===== config.mk =====
export PLATFORM = sky130hd
export DESIGN_NAME = modexp_lut_client
export DESIGN_NICKNAME = d
export VERILOG_FILES = /design/src/rtl/modexp_lut_client.sv
export SDC_FILE = /design/constraint.sdc
export NUM_CORES = 1
export LEC_CHECK = 0
export BUFFER_PORTS_ARGS = -buffer_cell sky130_fd_sc_hd__buf_2
export CAP_MARGIN = 20
export CORE_MARGIN = 1
export CORE_UTILIZATION = 52
export CTS_CLUSTER_DIAMETER = 80
export DETAILED_ROUTE_END_ITERATION = 8
export MAX_ROUTING_LAYER = met4
export PLACE_DENSITY_LB_ADDON = 0.05
export SKIP_LAST_GASP = 1
export SLEW_MARGIN = 20
export SYNTH_ARGS = -nofsm -noshare
export SYNTH_HDL_FRONTEND = slang
export SYNTH_SLANG_ARGS = --single-unit

===== constraint.sdc =====
create_clock -name clk -period 4.5 [get_ports clk]
set_clock_uncertainty 0.15 [all_clocks]
set_input_delay 0 -clock clk [delete_from_list [all_inputs] [get_ports clk]]
set_output_delay 0 -clock clk [all_outputs]
set_load 0.005 [all_outputs]

===== src/rtl/modexp_lut_client.sv =====
// Sequential modular exponentiator: MSB-first square-and-multiply.
// All reductions go through an external one-cycle registered remainder table.
module modexp_lut_client #(
    parameter int EXP_W = 8
) (
    input  logic             clk,
    input  logic             rst_n,
    input  logic             start,
    input  logic [5:0]       base,
    input  logic [EXP_W-1:0] exp,
    input  logic [5:0]       modulus,
    output logic             busy,
    output logic             done,
    output logic             err,
    output logic [5:0]       result,
    output logic [11:0]      lut_val,
    output logic [5:0]       lut_div,
    input  logic [5:0]       lut_rem,
    output logic [2:0]       dbg_state
);

    localparam int IDX_W = (EXP_W > 1) ? $clog2(EXP_W) : 1;
    localparam logic [IDX_W-1:0] TOP_IDX = IDX_W'(EXP_W - 1);

    typedef enum logic [2:0] {
        IDLE   = 3'd0,
        RB_ISS = 3'd1,
        RB_WT  = 3'd2,
        SQ_ISS = 3'd3,
        SQ_WT  = 3'd4,
        MU_ISS = 3'd5,
        MU_WT  = 3'd6,
        DONE   = 3'd7
    } state_t;

    state_t           state_q;
    logic [EXP_W-1:0] exp_q;
    logic [5:0]       base_q;
    logic [5:0]       acc_q;
    logic [IDX_W-1:0] bit_idx_q;
    logic             busy_q;
    logic             done_q;
    logic             err_q;
    logic [5:0]       result_q;
    logic [11:0]      lut_val_q;
    logic [5:0]       lut_div_q;

    // 6x6 product, always fits the 12-bit table value field.
    function automatic logic [11:0] mul6(input logic [5:0] a, input logic [5:0] b);
        return {6'b0, a} * {6'b0, b};
    endfunction

    // The table address is registered here, so each *_ISS value is loaded on
    // the transition into that state, using lut_rem when the operand is the
    // accumulator being updated in the same cycle.
    always_ff @(posedge clk or negedge rst_n) begin
        if (!rst_n) begin
            state_q   <= IDLE;
            exp_q     <= '0;
            base_q    <= '0;
            acc_q     <= '0;
            bit_idx_q <= '0;
            busy_q    <= 1'b0;
            done_q    <= 1'b0;
            err_q     <= 1'b0;
            result_q  <= '0;
            lut_val_q <= '0;
            lut_div_q <= '0;
        end else begin
            done_q    <= 1'b0;
            lut_val_q <= '0;
            case (state_q)
                IDLE: begin
                    if (start) begin
                        exp_q     <= exp;
                        lut_div_q <= modulus;
                        acc_q     <= 6'd1;
                        bit_idx_q <= TOP_IDX;
                        err_q     <= 1'b0;
                        busy_q    <= 1'b1;
                        if (modulus == 6'd0) begin
                            state_q  <= DONE;
                            done_q   <= 1'b1;
                            result_q <= '0;
                            err_q    <= 1'b1;
                        end else begin
                            state_q   <= RB_ISS;
                            lut_val_q <= {6'b0, base};
                        end
                    end
                end
                RB_ISS: state_q <= RB_WT;
                RB_WT: begin
                    base_q    <= lut_rem;
                    state_q   <= SQ_ISS;
                    lut_val_q <= mul6(acc_q, acc_q);
                end
                SQ_ISS: state_q <= SQ_WT;
                SQ_WT: begin
                    acc_q <= lut_rem;
                    if (exp_q[bit_idx_q]) begin
                        state_q   <= MU_ISS;
                        lut_val_q <= mul6(lut_rem, base_q);
                    end else if (bit_idx_q == '0) begin
                        state_q  <= DONE;
                        done_q   <= 1'b1;
                        result_q <= lut_rem;
                    end else begin
                        bit_idx_q <= bit_idx_q - 1'b1;
                        state_q   <= SQ_ISS;
                        lut_val_q <= mul6(lut_rem, lut_rem);
                    end
                end
                MU_ISS: state_q <= MU_WT;
                MU_WT: begin
                    acc_q <= lut_rem;
                    if (bit_idx_q == '0) begin
                        state_q  <= DONE;
                        done_q   <= 1'b1;
                        result_q <= lut_rem;
                    end else begin
                        bit_idx_q <= bit_idx_q - 1'b1;
                        state_q   <= SQ_ISS;
                        lut_val_q <= mul6(lut_rem, lut_rem);
                    end
                end
                DONE: begin
                    busy_q  <= 1'b0;
                    state_q <= IDLE;
                end
                default: state_q <= IDLE;
            endcase
        end
    end

    assign busy      = busy_q;
    assign done      = done_q;
    assign err       = err_q;
    assign result    = result_q;
    assign lut_val   = lut_val_q;
    assign lut_div   = lut_div_q;
    assign dbg_state = state_q;

endmodule


==> impl_metrics.env <==
export IMPL_status="complete, no violations"
export IMPL_endpoint_kind="flop"
export IMPL_grt_usage_pct=23.57
export IMPL_grt_first_pass_wirelength_mm=17.56
export IMPL_r2r_start="acc_q[0]"
export IMPL_synth_most_common_cell="inv_1"
export IMPL_route_detailed_drc=0
export IMPL_drt_pass1_iterations=5
export IMPL_synth_cells=511
export IMPL_power_density_nw_per_um2=628.3
export IMPL_p_int_w=0.001831
export IMPL_diodes=0
export IMPL_fmax_ghz=0.2469
export IMPL_cts_tree="yes"
export IMPL_crit_buf_inv=3
export IMPL_critical_path_class="flop to flop"
export IMPL_via_per_inst=5.377
export IMPL_reg2reg_slack_ns=0.45
export IMPL_synth_compound_area_share_pct=9.721
export IMPL_insertion_delay_ns=0.32
export IMPL_critPathTopFamily="adder cells"
export IMPL_cp_start_kind="flop"
export IMPL_final_cells=698
export IMPL_reg2regPathDepth=14
export IMPL_ys_types=50
export IMPL_fp_dieW_um=97.57
export IMPL_ys_seq_area_share_pct=27.92
export IMPL_first_global_vias=3701
export IMPL_place_congestion=0.8276
export IMPL_numCtsBuffers=5
export IMPL_wl_per_cell_um=15.03
export IMPL_drt_initial_drc_count=191
export IMPL_rows=34
export IMPL_sw_frac_of_total_pct=47.06
export IMPL_grt_max_degree=54
export IMPL_r2r_end="lut_val[11]"
export IMPL_post_route_min_period_ns=4.050
export IMPL_die_area_sq_um=9520
export IMPL_dp_final_hpwl_mm=8.252
export IMPL_finalSetupViolCount=0
export IMPL_path_cells="and2_1 -> fa_1 -> inv_1 -> fa_1 -> fa_1 -> inv_1 -> ha_1 -> a21o_1 -> a2111oi_0 -> buf_4 -> a21oi_1 -> xnor2_1 -> nand2_1 -> nand3_1"
export IMPL_worst_slew_pin_slew_ns=0.9052
export IMPL_drt_wl_total_mm=10.49
export IMPL_fin_tns_setup_ns=0
export IMPL_syn_to_final_growth_pct=15.89
export IMPL_hp_start="lut_rem[2]"
export IMPL_power_net_switching_w=0.001627
export IMPL_synth_simple_area_share_pct=17.02
export IMPL_p_leak_nw=2.874
export IMPL_post_cts_resized=0
export IMPL_clock_sinks=53
export IMPL_drive_above_1_share_pct=13.22
export IMPL_synth_warnings=0
export IMPL_critPathSlowestCell="fa_1"
export IMPL_peakVddDrop_v=0.0003263
export IMPL_slew_violations=0
export IMPL_synth_top_area_cell="dfrtp_1"
export IMPL_slowest_delay_ns=0.54
export IMPL_ys_flop_type="dfrtp_1"
export IMPL_synth_top_area_share_pct=27.92
export IMPL_hold_path_class="primary input to flop"
export IMPL_die_h_um=97.57
export IMPL_maxSlewHeadroom_pct=39.19
export IMPL_avgSynthCellArea_sq_um=9.295
export IMPL_vias=3753
export IMPL_synth_top_family_by_area="adder cells"
export IMPL_cp_arrival_ns=4.17
export IMPL_ant_nets=0
export IMPL_yosys_top_cells_count="inv_1 (76), dfrtp_1 (53), ha_1 (48), nand2_1 (48), and2_1 (47)"
export IMPL_antenna_found_initial=0
export IMPL_pwr_share_seq_pct=24.5
export IMPL_ctsHtreeMaxLevel=2
export IMPL_place_inst=662
export IMPL_maxCapViolations=0
export IMPL_period_share_pct=90.01
export IMPL_synth_top_cells_by_area="dfrtp_1 (28%), fa_1 (14%), ha_1 (13%)"
export IMPL_rsz0062_at_grt="no"
export IMPL_cts_clk_slew_worst_paths_ns=0.12
export IMPL_io_buffers=58
export IMPL_clkPwrFrac_pct=8.8
export IMPL_worstHoldEndpoint="base_q[2]"
export IMPL_hold_viol_final=0
export IMPL_ys_async_sr_fraction_pct=100.0
export IMPL_synthMuxAreaShare_pct=6.612
export IMPL_synth_fa_ha_area_share_pct=26.55
export IMPL_worst_path_most_repeated_cell="fa_1"
export IMPL_fin_nets=699
export IMPL_grt_remaining_overflow=0
export IMPL_clockBufferDepth=2
export IMPL_ys_seq_elements=53
export IMPL_combPwrFrac_pct=66.7
export IMPL_floorplan_initialDensity_pct=54.20
export IMPL_crit_fanout=8
export IMPL_holdPathStages=3
export IMPL_synth_xor_area_share_pct=4.426
export IMPL_clockRootBuffer="clkbuf_8"
export IMPL_syn_area_sq_um=4750
export IMPL_io_pins=59
export IMPL_core_sq_um=8763
export IMPL_crit_required_ns=4.62
export IMPL_synth_fp_nets=621
export IMPL_synth_edf_count=0
[sequential cells by signal (all words and copies together), names as in the netlist]
| name | cells |
|---|---|
| busy | 1 |
| lut_val | 12 |
| result | 6 |
| dbg_state | 3 |
| exp_q | 8 |
| lut_div | 6 |
| base_q | 6 |
| err | 1 |
| acc_q | 6 |
| done | 1 |
| bit_idx_q | 3 |
[worst max path at each step]
| stage | to | depth (start not counted) | start | slack (ns) |
|---|---|---|---|---|
| 6_report | lut_val[11] | 14 | acc_q[0] | 0.45 |
| 5_1_grt | lut_val[11] | 15 | acc_q[3] | 0.21 |
| 4_1_cts | lut_val[11] | 14 | acc_q[0] | 0.45 |
| 3_5_place_dp | lut_val[11] | 14 | acc_q[0] | 0.47 |
| 3_3_place_gp | lut_val[11] | 14 | acc_q[0] | 0.52 |
| 2_1_floorplan | lut_val[11] | 15 | acc_q[3] | 0.48 |
[power groups by stage]
stage	clock network [W]	logic, W	registers [W]
after global routing	0.000327	0.00262	0.000882
after floorplan	0	0.00174	0.000812
final	0.000305	0.00231	0.000847
after detailed placement	0	0.00228	0.000858
after CTS	0.000309	0.00233	0.000847
after global placement	0	0.00224	0.000850
[what timing repair did]
action	CTS	global route
endpoints found under the hold margin	84	0
hold buffers	28	0
buffers inserted	0	0
[cells by family after synthesis]
| family | count (synthesis) |
|---|---|
| XOR/XNOR | 24 |
| AO/OA/AOI/OAI | 70 |
| buffers and inverters | 97 |
| adder cells (fa/ha/maj) | 81 |
| flip-flops | 53 |
| multiplexers | 26 |
| AND/OR/NAND/NOR | 160 |
[layer usage]
layer	track usage (%)	vias to the layer above	share of wire [%]
met1	31.79	1829	47
met4	4.638	0	0.89
met5	-	-	0
met2	38.41	87	48
met3	3.165	8	4.0
li1	-	1829	-
[cell usage in the layout, fill, tap and decap left out, types with 2 or more instances in the layout]
cell type	n
a21o_1	9
o21ai_1	10
and3_1	3
a211oi_1	3
nand2b_1	2
buf_4	3
nor2b_1	11
inv_2	3
nor3_1	12
mux2i_1	3
mux2_1	20
fa_1	33
xnor2_1	16
o211ai_1	2
or3_1	3
a21oi_1	17
ha_1	48
inv_1	76
and2_1	47
mux4_2	2
o22ai_1	5
a31oi_1	2
nor2_1	22
o21a_1	4
a22oi_1	3
o21ai_0	2
nand3b_1	2
a222oi_1	3
buf_2	58
xor2_1	8
dlygate4sd3_1	28
nand3_1	5
clkbuf_8	5
nand2_1	48
dfrtp_1	53
[final cells by class]
cell class                 instances  area (sq um)
timing repair buffer              89         593.1
sequential                        53          1326
clock buffer                       5         68.82
tap                              108         135.1
inverter                          79         296.5
fill                             752          3259
multi-input combinational        361          3055
clock inverter                     3         28.78
[tightest hold or removal path: stages]
cell	delay, ns
buf_2	0.17
inv_1	0.23
o21ai_1	0.11
[through the flow]
| stage | instance area, sq um | hold slack [ns] | power, W | setup WS, ns | util [%] |
|---|---|---|---|---|---|
| 2_1_floorplan | 4750 | -0.4456 | 0.002550 | 0.4791 | - |
| 3_3_place_gp | 5126 | 0.01510 | 0.003093 | 0.5208 | 58.50 |
| 3_5_place_dp | 5126 | 0.01764 | 0.003142 | 0.4732 | 58.50 |
| 4_1_cts | 5504 | 0.07244 | 0.003482 | 0.4490 | 62.81 |
| 5_1_grt | 5504 | 0.1012 | 0.003825 | 0.2124 | 62.81 |
| 6_report | 5504 | 0.06991 | 0.003458 | 0.4495 | 62.81 |
Note: power is estimated with default switching activity, not from simulation.
